### src/rtl/gf180mcu_fd_sc_mcu7t5v0__celltest_pkg.sv
// gf180mcu_fd_sc_mcu7t5v0__celltest_pkg: shared state enum, vector field indices and golden cell functions
package gf180mcu_fd_sc_mcu7t5v0__celltest_pkg;
  typedef enum logic [1:0] {S_IDLE, S_SETTLE, S_SAMPLE, S_DONE} state_t;
  localparam int IDX_A1 = 0;
  localparam int IDX_A2 = 1;
  localparam int IDX_B1 = 2;
  localparam int IDX_B2 = 3;
  localparam int IDX_C  = 4;
  localparam logic [4:0] VEC_LAST = 5'd31;
  localparam logic [5:0] ERR_MAX  = 6'd63;
  function automatic logic golden_oai221(input logic [4:0] v);
    return !((v[IDX_A1] | v[IDX_A2]) & (v[IDX_B1] | v[IDX_B2]) & v[IDX_C]);
  endfunction
  function automatic logic golden_aoi221(input logic [4:0] v);
    return !((v[IDX_A1] & v[IDX_A2]) | (v[IDX_B1] & v[IDX_B2]) | v[IDX_C]);
  endfunction
endpackage

### src/rtl/gf180mcu_fd_sc_mcu7t5v0__misr.sv
// gf180mcu_fd_sc_mcu7t5v0__misr: Galois MISR; ports clk, rst_n (async low), clr, en, din -> sig
module gf180mcu_fd_sc_mcu7t5v0__misr #(
  parameter int SIG_W = 16,
  parameter logic [SIG_W-1:0] SIG_POLY = 16'hB400
) (
  input  logic             clk,
  input  logic             rst_n,
  input  logic             clr,
  input  logic             en,
  input  logic             din,
  output logic [SIG_W-1:0] sig
);
  always_ff @(posedge clk or negedge rst_n)
    if (!rst_n) sig <= '0;
    else if (clr) sig <= '0;
    else if (en) sig <= {sig[SIG_W-2:0], 1'b0} ^ (sig[SIG_W-1] ? SIG_POLY : '0) ^ {{(SIG_W-1){1'b0}}, din};
endmodule

### src/rtl/gf180mcu_fd_sc_mcu7t5v0__oai221_tester.sv
// gf180mcu_fd_sc_mcu7t5v0__oai221_tester: exhaustive OAI221/AOI221 cell tester
// ports: CLK, RN (async low), START, MODE (0=OAI,1=AOI), ZN_IN <- cell; A1..C -> cell;
//        BUSY, DONE, PASS, ERR_CNT (sat 63), FIRST_ERR_VEC, SIG (MISR of sampled ZN_IN)
module gf180mcu_fd_sc_mcu7t5v0__oai221_tester
  import gf180mcu_fd_sc_mcu7t5v0__celltest_pkg::*;
#(
  parameter int SETTLE_CYC = 2,
  parameter int LOOPS = 1,
  parameter int SIG_W = 16,
  parameter logic [SIG_W-1:0] SIG_POLY = 16'hB400
) (
  input  logic             CLK,
  input  logic             RN,
  input  logic             START,
  input  logic             MODE,
  input  logic             ZN_IN,
  output logic             A1,
  output logic             A2,
  output logic             B1,
  output logic             B2,
  output logic             C,
  output logic             BUSY,
  output logic             DONE,
  output logic             PASS,
  output logic [5:0]       ERR_CNT,
  output logic [4:0]       FIRST_ERR_VEC,
  output logic [SIG_W-1:0] SIG
);
  localparam int LW = LOOPS > 1 ? $clog2(LOOPS) : 1;
  localparam int SW = SETTLE_CYC > 1 ? $clog2(SETTLE_CYC) : 1;
  localparam logic [LW-1:0] LOOP_LAST = LW'(LOOPS - 1);
  localparam logic [SW-1:0] SETTLE_LAST = SW'(SETTLE_CYC - 1);
  state_t r_state, w_state_nxt;
  logic [4:0] r_vec, r_first;
  logic [LW-1:0] r_loop;
  logic [SW-1:0] r_settle;
  logic [5:0] r_err, w_err_nxt;
  logic r_mode, r_busy, r_done, r_pass;
  logic w_start, w_sample, w_golden, w_miss, w_last, w_settle_end;
  assign w_start = START && (r_state == S_IDLE || r_state == S_DONE);
  assign w_sample = r_state == S_SAMPLE;
  assign w_golden = r_mode ? golden_aoi221(r_vec) : golden_oai221(r_vec);
  assign w_miss = w_sample && (ZN_IN != w_golden);
  assign w_err_nxt = (w_miss && r_err != ERR_MAX) ? r_err + 6'd1 : r_err;
  assign w_last = r_vec == VEC_LAST && r_loop == LOOP_LAST;
  assign w_settle_end = r_settle == SETTLE_LAST;
  always_comb begin
    w_state_nxt = r_state;
    w_state_nxt = w_start ? S_SETTLE :
                  (r_state == S_SETTLE && w_settle_end) ? S_SAMPLE :
                  w_sample ? (w_last ? S_DONE : S_SETTLE) : r_state;
  end
  always_ff @(posedge CLK or negedge RN)
    if (!RN) begin
      r_state <= S_IDLE;
      r_vec <= '0;
      r_loop <= '0;
      r_settle <= '0;
      r_mode <= 1'b0;
      r_err <= '0;
      r_first <= '0;
      r_busy <= 1'b0;
      r_done <= 1'b0;
      r_pass <= 1'b0;
    end else begin
      r_state <= w_state_nxt;
      if (w_start) begin
        r_mode <= MODE;
        r_vec <= '0;
        r_loop <= '0;
        r_settle <= '0;
        r_err <= '0;
        r_first <= '0;
        r_busy <= 1'b1;
        r_done <= 1'b0;
        r_pass <= 1'b0;
      end else if (r_state == S_SETTLE) begin
        r_settle <= w_settle_end ? '0 : r_settle + SW'(1);
      end else if (w_sample) begin
        r_err <= w_err_nxt;
        // a zero count (it never returns to zero once saturated) marks the first miss
        if (w_miss && r_err == '0) r_first <= r_vec;
        if (w_last) begin
          r_busy <= 1'b0;
          r_done <= 1'b1;
          r_pass <= w_err_nxt == '0;
        end else begin
          r_vec <= r_vec + 5'd1;
          if (r_vec == VEC_LAST) r_loop <= r_loop + LW'(1);
        end
      end
    end
  gf180mcu_fd_sc_mcu7t5v0__misr #(.SIG_W(SIG_W), .SIG_POLY(SIG_POLY)) u_misr (
    .clk(CLK), .rst_n(RN), .clr(w_start), .en(w_sample), .din(ZN_IN), .sig(SIG)
  );
  assign A1 = r_vec[IDX_A1];
  assign A2 = r_vec[IDX_A2];
  assign B1 = r_vec[IDX_B1];
  assign B2 = r_vec[IDX_B2];
  assign C = r_vec[IDX_C];
  assign BUSY = r_busy;
  assign DONE = r_done;
  assign PASS = r_pass;
  assign ERR_CNT = r_err;
  assign FIRST_ERR_VEC = r_first;
endmodule

### config.mk
export PLATFORM = sky130hd
export DESIGN_NAME = gf180mcu_fd_sc_mcu7t5v0__oai221_tester
export DESIGN_NICKNAME = d
export VERILOG_FILES = /design/src/rtl/gf180mcu_fd_sc_mcu7t5v0__celltest_pkg.sv /design/src/rtl/gf180mcu_fd_sc_mcu7t5v0__misr.sv /design/src/rtl/gf180mcu_fd_sc_mcu7t5v0__oai221_tester.sv
export SDC_FILE = /design/constraint.sdc
export NUM_CORES = 1
export LEC_CHECK = 0
export ABC_AREA = 0
export BUFFER_PORTS_ARGS = -buffer_cell sky130_fd_sc_hd__buf_2
export CAP_MARGIN = 20
export CORE_ASPECT_RATIO = 0.8
export CORE_MARGIN = 10
export CORE_UTILIZATION = 30
export CTS_BUF_LIST = sky130_fd_sc_hd__clkbuf_8
export DETAILED_ROUTE_END_ITERATION = 8
export SETUP_SLACK_MARGIN = 0.4
export SLEW_MARGIN = 20
export SYNTH_ARGS = -nofsm -noshare
export SYNTH_HDL_FRONTEND = slang
export SYNTH_SLANG_ARGS = --single-unit
### constraint.sdc
create_clock -name CLK -period 6 [get_ports CLK]
set_clock_uncertainty 0.05 [all_clocks]
set_input_delay 0.6 -clock CLK [delete_from_list [all_inputs] [get_ports CLK]]
set_output_delay 0.6 -clock CLK [all_outputs]
set_load 0.03 [all_outputs]
==> results.md <==
- TritonCTS clock tree: yes
- Share of layout cells above drive strength 1: 22.8%
- Clock slew seen by the registers of the worst setup and hold paths: 0.08 ns
- Seq/Total Area, Yosys: 48.6%
- Average wire per standard cell: 14.5 µm
- Peak VDD IR: 160 µV
- Reg2reg end: PASS
- I/O pin cnt: 40
- H-tree depth: 2
- RePlAce Congestion: 0.889
- Synth unique cells: 47
- Ys flop type: dfrtp_1
- Drt via density: 4.79
- Die X: 113 µm
- Syn_nets: 222
- Tmin final: 2.60 ns
- Crit path top cell by count: or4_1
- Final setup vio count: 0
- Vias: 1601
- Die area: 10600 µm²
- Yosys warns: 0
- Crit end category: flop
- DR iter-0 viols: 78
- Latest clock arrival within the worst-skew pair: 0.29 ns
- Root buffer cell: clkbuf_8
- Postcts setup bufs: 0
- Power, Total: 1200 µW
- Most frequent cells in the layout: dfrtp_1, buf_2, nor2_1, nand2_1
- Starting Density: 31.5%
- Slowest CP cell: or4_1
- Area Growth Syn to Fin: 19.6%
- Vias in the first global route: 1617
- CP max FO: 21
- First-pass GRT wire length: 8360 µm
- Fill cells: 664
- Outcome: complete, no violations
- Row cnt: 26
- # nets final: 261
- Critical path, cell by cell: inv_1 > ha_1 > nand2_2 > nand2b_4 > or4_1 > or4_1 > a2bb2oi_1 > o31ai_2
- LEAKAGE: 0.00118 µW
- DR DRC count: 0
- Dpl cells: 326
- Async SR Flop Fraction: 100%
- Post-Synthesis Cell Area: 2060 µm²
- Total Wirelength: 4850 µm
- Commonest non-fill, non-tap cell in the layout: dfrtp_1
- Cell family with the largest share of critical-path delay: simple AND/OR/NAND/NOR gates
- Pre-antenna DRT Iters: 4
- Reg2reg path depth: 8
- ANT nets after route: 0
- CP bufs+invs: 1
- Die Height: 94.1 µm
- Kind of critical path: reg2reg
- Largest net degree at the start of global routing: 41
- Final cell count without fillers: 334
- Crit path DAT: 2.75 ns
- Slew Limit Fails: 0
- Min-delay worst type: in2async
- WP data required: 6.15 ns
- Utilization after layout: 37.7%
- Core Box Area: 6540 µm²
- Worst-case clock buffer depth: 2
- Setup repair after global routing missed its margin: no
- Reg-to-reg setup timing slack: 3.40 ns
- Cts repair resizes: 0
- Launch point of the worst reg-to-reg path: r_state[0]
- Yosys reg bits: 40
- Worst path max stage delay: 0.50 ns
- FMAX: 385 MHz
- Cells after Synth: 210
- Overflow after GRT: 0
- EDFF count, synth: 0
- Power density over the cells: 486 nW/µm²
- Total GRT Usage: 9.46%
- Max capacitance violation total: 0
- PortBufs: 39
- Total Neg Setup Slack: 0 ns
- Cts bufs inserted: 5
- Slew Limit Headroom: 42.1%
- Slew at the pin closest to its max-slew limit: 0.869 ns
- Final hold vios: 0
- ANT cells: 0
- Clock sink total: 40
- Avg Cell Area, Syn: 9.81 µm²
- Final period utilization: 43.3%
- Post-DP HPWL: 3600 µm
- Initial antenna violation count: 0
- Hold_buf cts: 0
- Startpoint class of the critical path: flop
==> synthesized netlist by cell type (4+ instances only) <==
library cell,instances,area (µm²)
xnor2_1,4,35.0
mux2i_1,16,160
nand3_1,9,45.0
ha_1,7,87.6
nand2_1,20,75.1
dfrtp_1,40,1000
nor2_1,26,97.6
o21ai_0,10,50.1
inv_1,16,60.1
clkbuf_1,6,22.5
a21oi_1,4,20.0
==> how the worst max path moves through the flow <==
stage / from / to / cells past startpoint
6_report: r_state[0] / PASS / 8
5_1_grt: r_state[0] / PASS / 8
4_1_cts: r_state[0] / PASS / 8
3_5_place_dp: r_state[0] / PASS / 8
3_3_place_gp: START / PASS / 7
2_1_floorplan: r_vec[1] / PASS / 8
==> layer usage <==
layer  vias to the layer above  track usage, %  wire length, µm
met3                         4            2.94              234
met5                         -               0                0
met4                         0            2.64               42
met2                        33            13.3             1980
li1                        805               -                -
met1                       759            13.4             2600
==> cell type report <==
class	instances	area (µm²)	area share [%]
Multi-Input combinational cell	145	961	39.0
Clock buffer	7	96.3	3.91
Sequential cell	40	1000	40.6
Clock inverter	1	30.0	1.22
Tap cell	84	105	4.27
Timing Repair Buffer	41	210	8.53
Inverter	16	60.1	2.44
==> report_power, final <==
group | internal (µW) | switching, µW
Clock | 147 | 94.7
Sequential | 342 | 74.5
Combinational | 180 | 358
Total | 670 | 527
==> state kept, by name, summed over array words and instances, names as in the netlist <==
signal / cells
PASS: 1
r_vec: 5
r_loop: 1
r_state: 2
DONE: 1
ERR_CNT: 6
r_mode: 1
u_misr.sig: 16
FIRST_ERR_VEC: 5
r_settle: 1
BUSY: 1
==> per-stage QoR <==
| stage | setup slack, ns | hold WS (ns) | cell area (µm²) |
|---|---|---|---|
| final | 3.40 | 0.373 | 2460 |
| after global routing | 3.22 | 0.452 | 2460 |
| after CTS | 3.39 | 0.415 | 2460 |
| after detailed placement | 3.41 | 0.438 | 2340 |
| after global placement | 3.51 | 0.438 | 2340 |
| after floorplan | 3.49 | 0.254 | 2060 |
==> logic make-up after synthesis <==
logic type / share of synthesized area [%]
mux: 9.05
xor+xnor: 2.13
compound gates: 13.7
flops: 48.6
simple gates: 17.6
buf+inv: 4.74
fa+ha+maj: 4.25
Note: power is estimated with default switching activity, not from simulation.
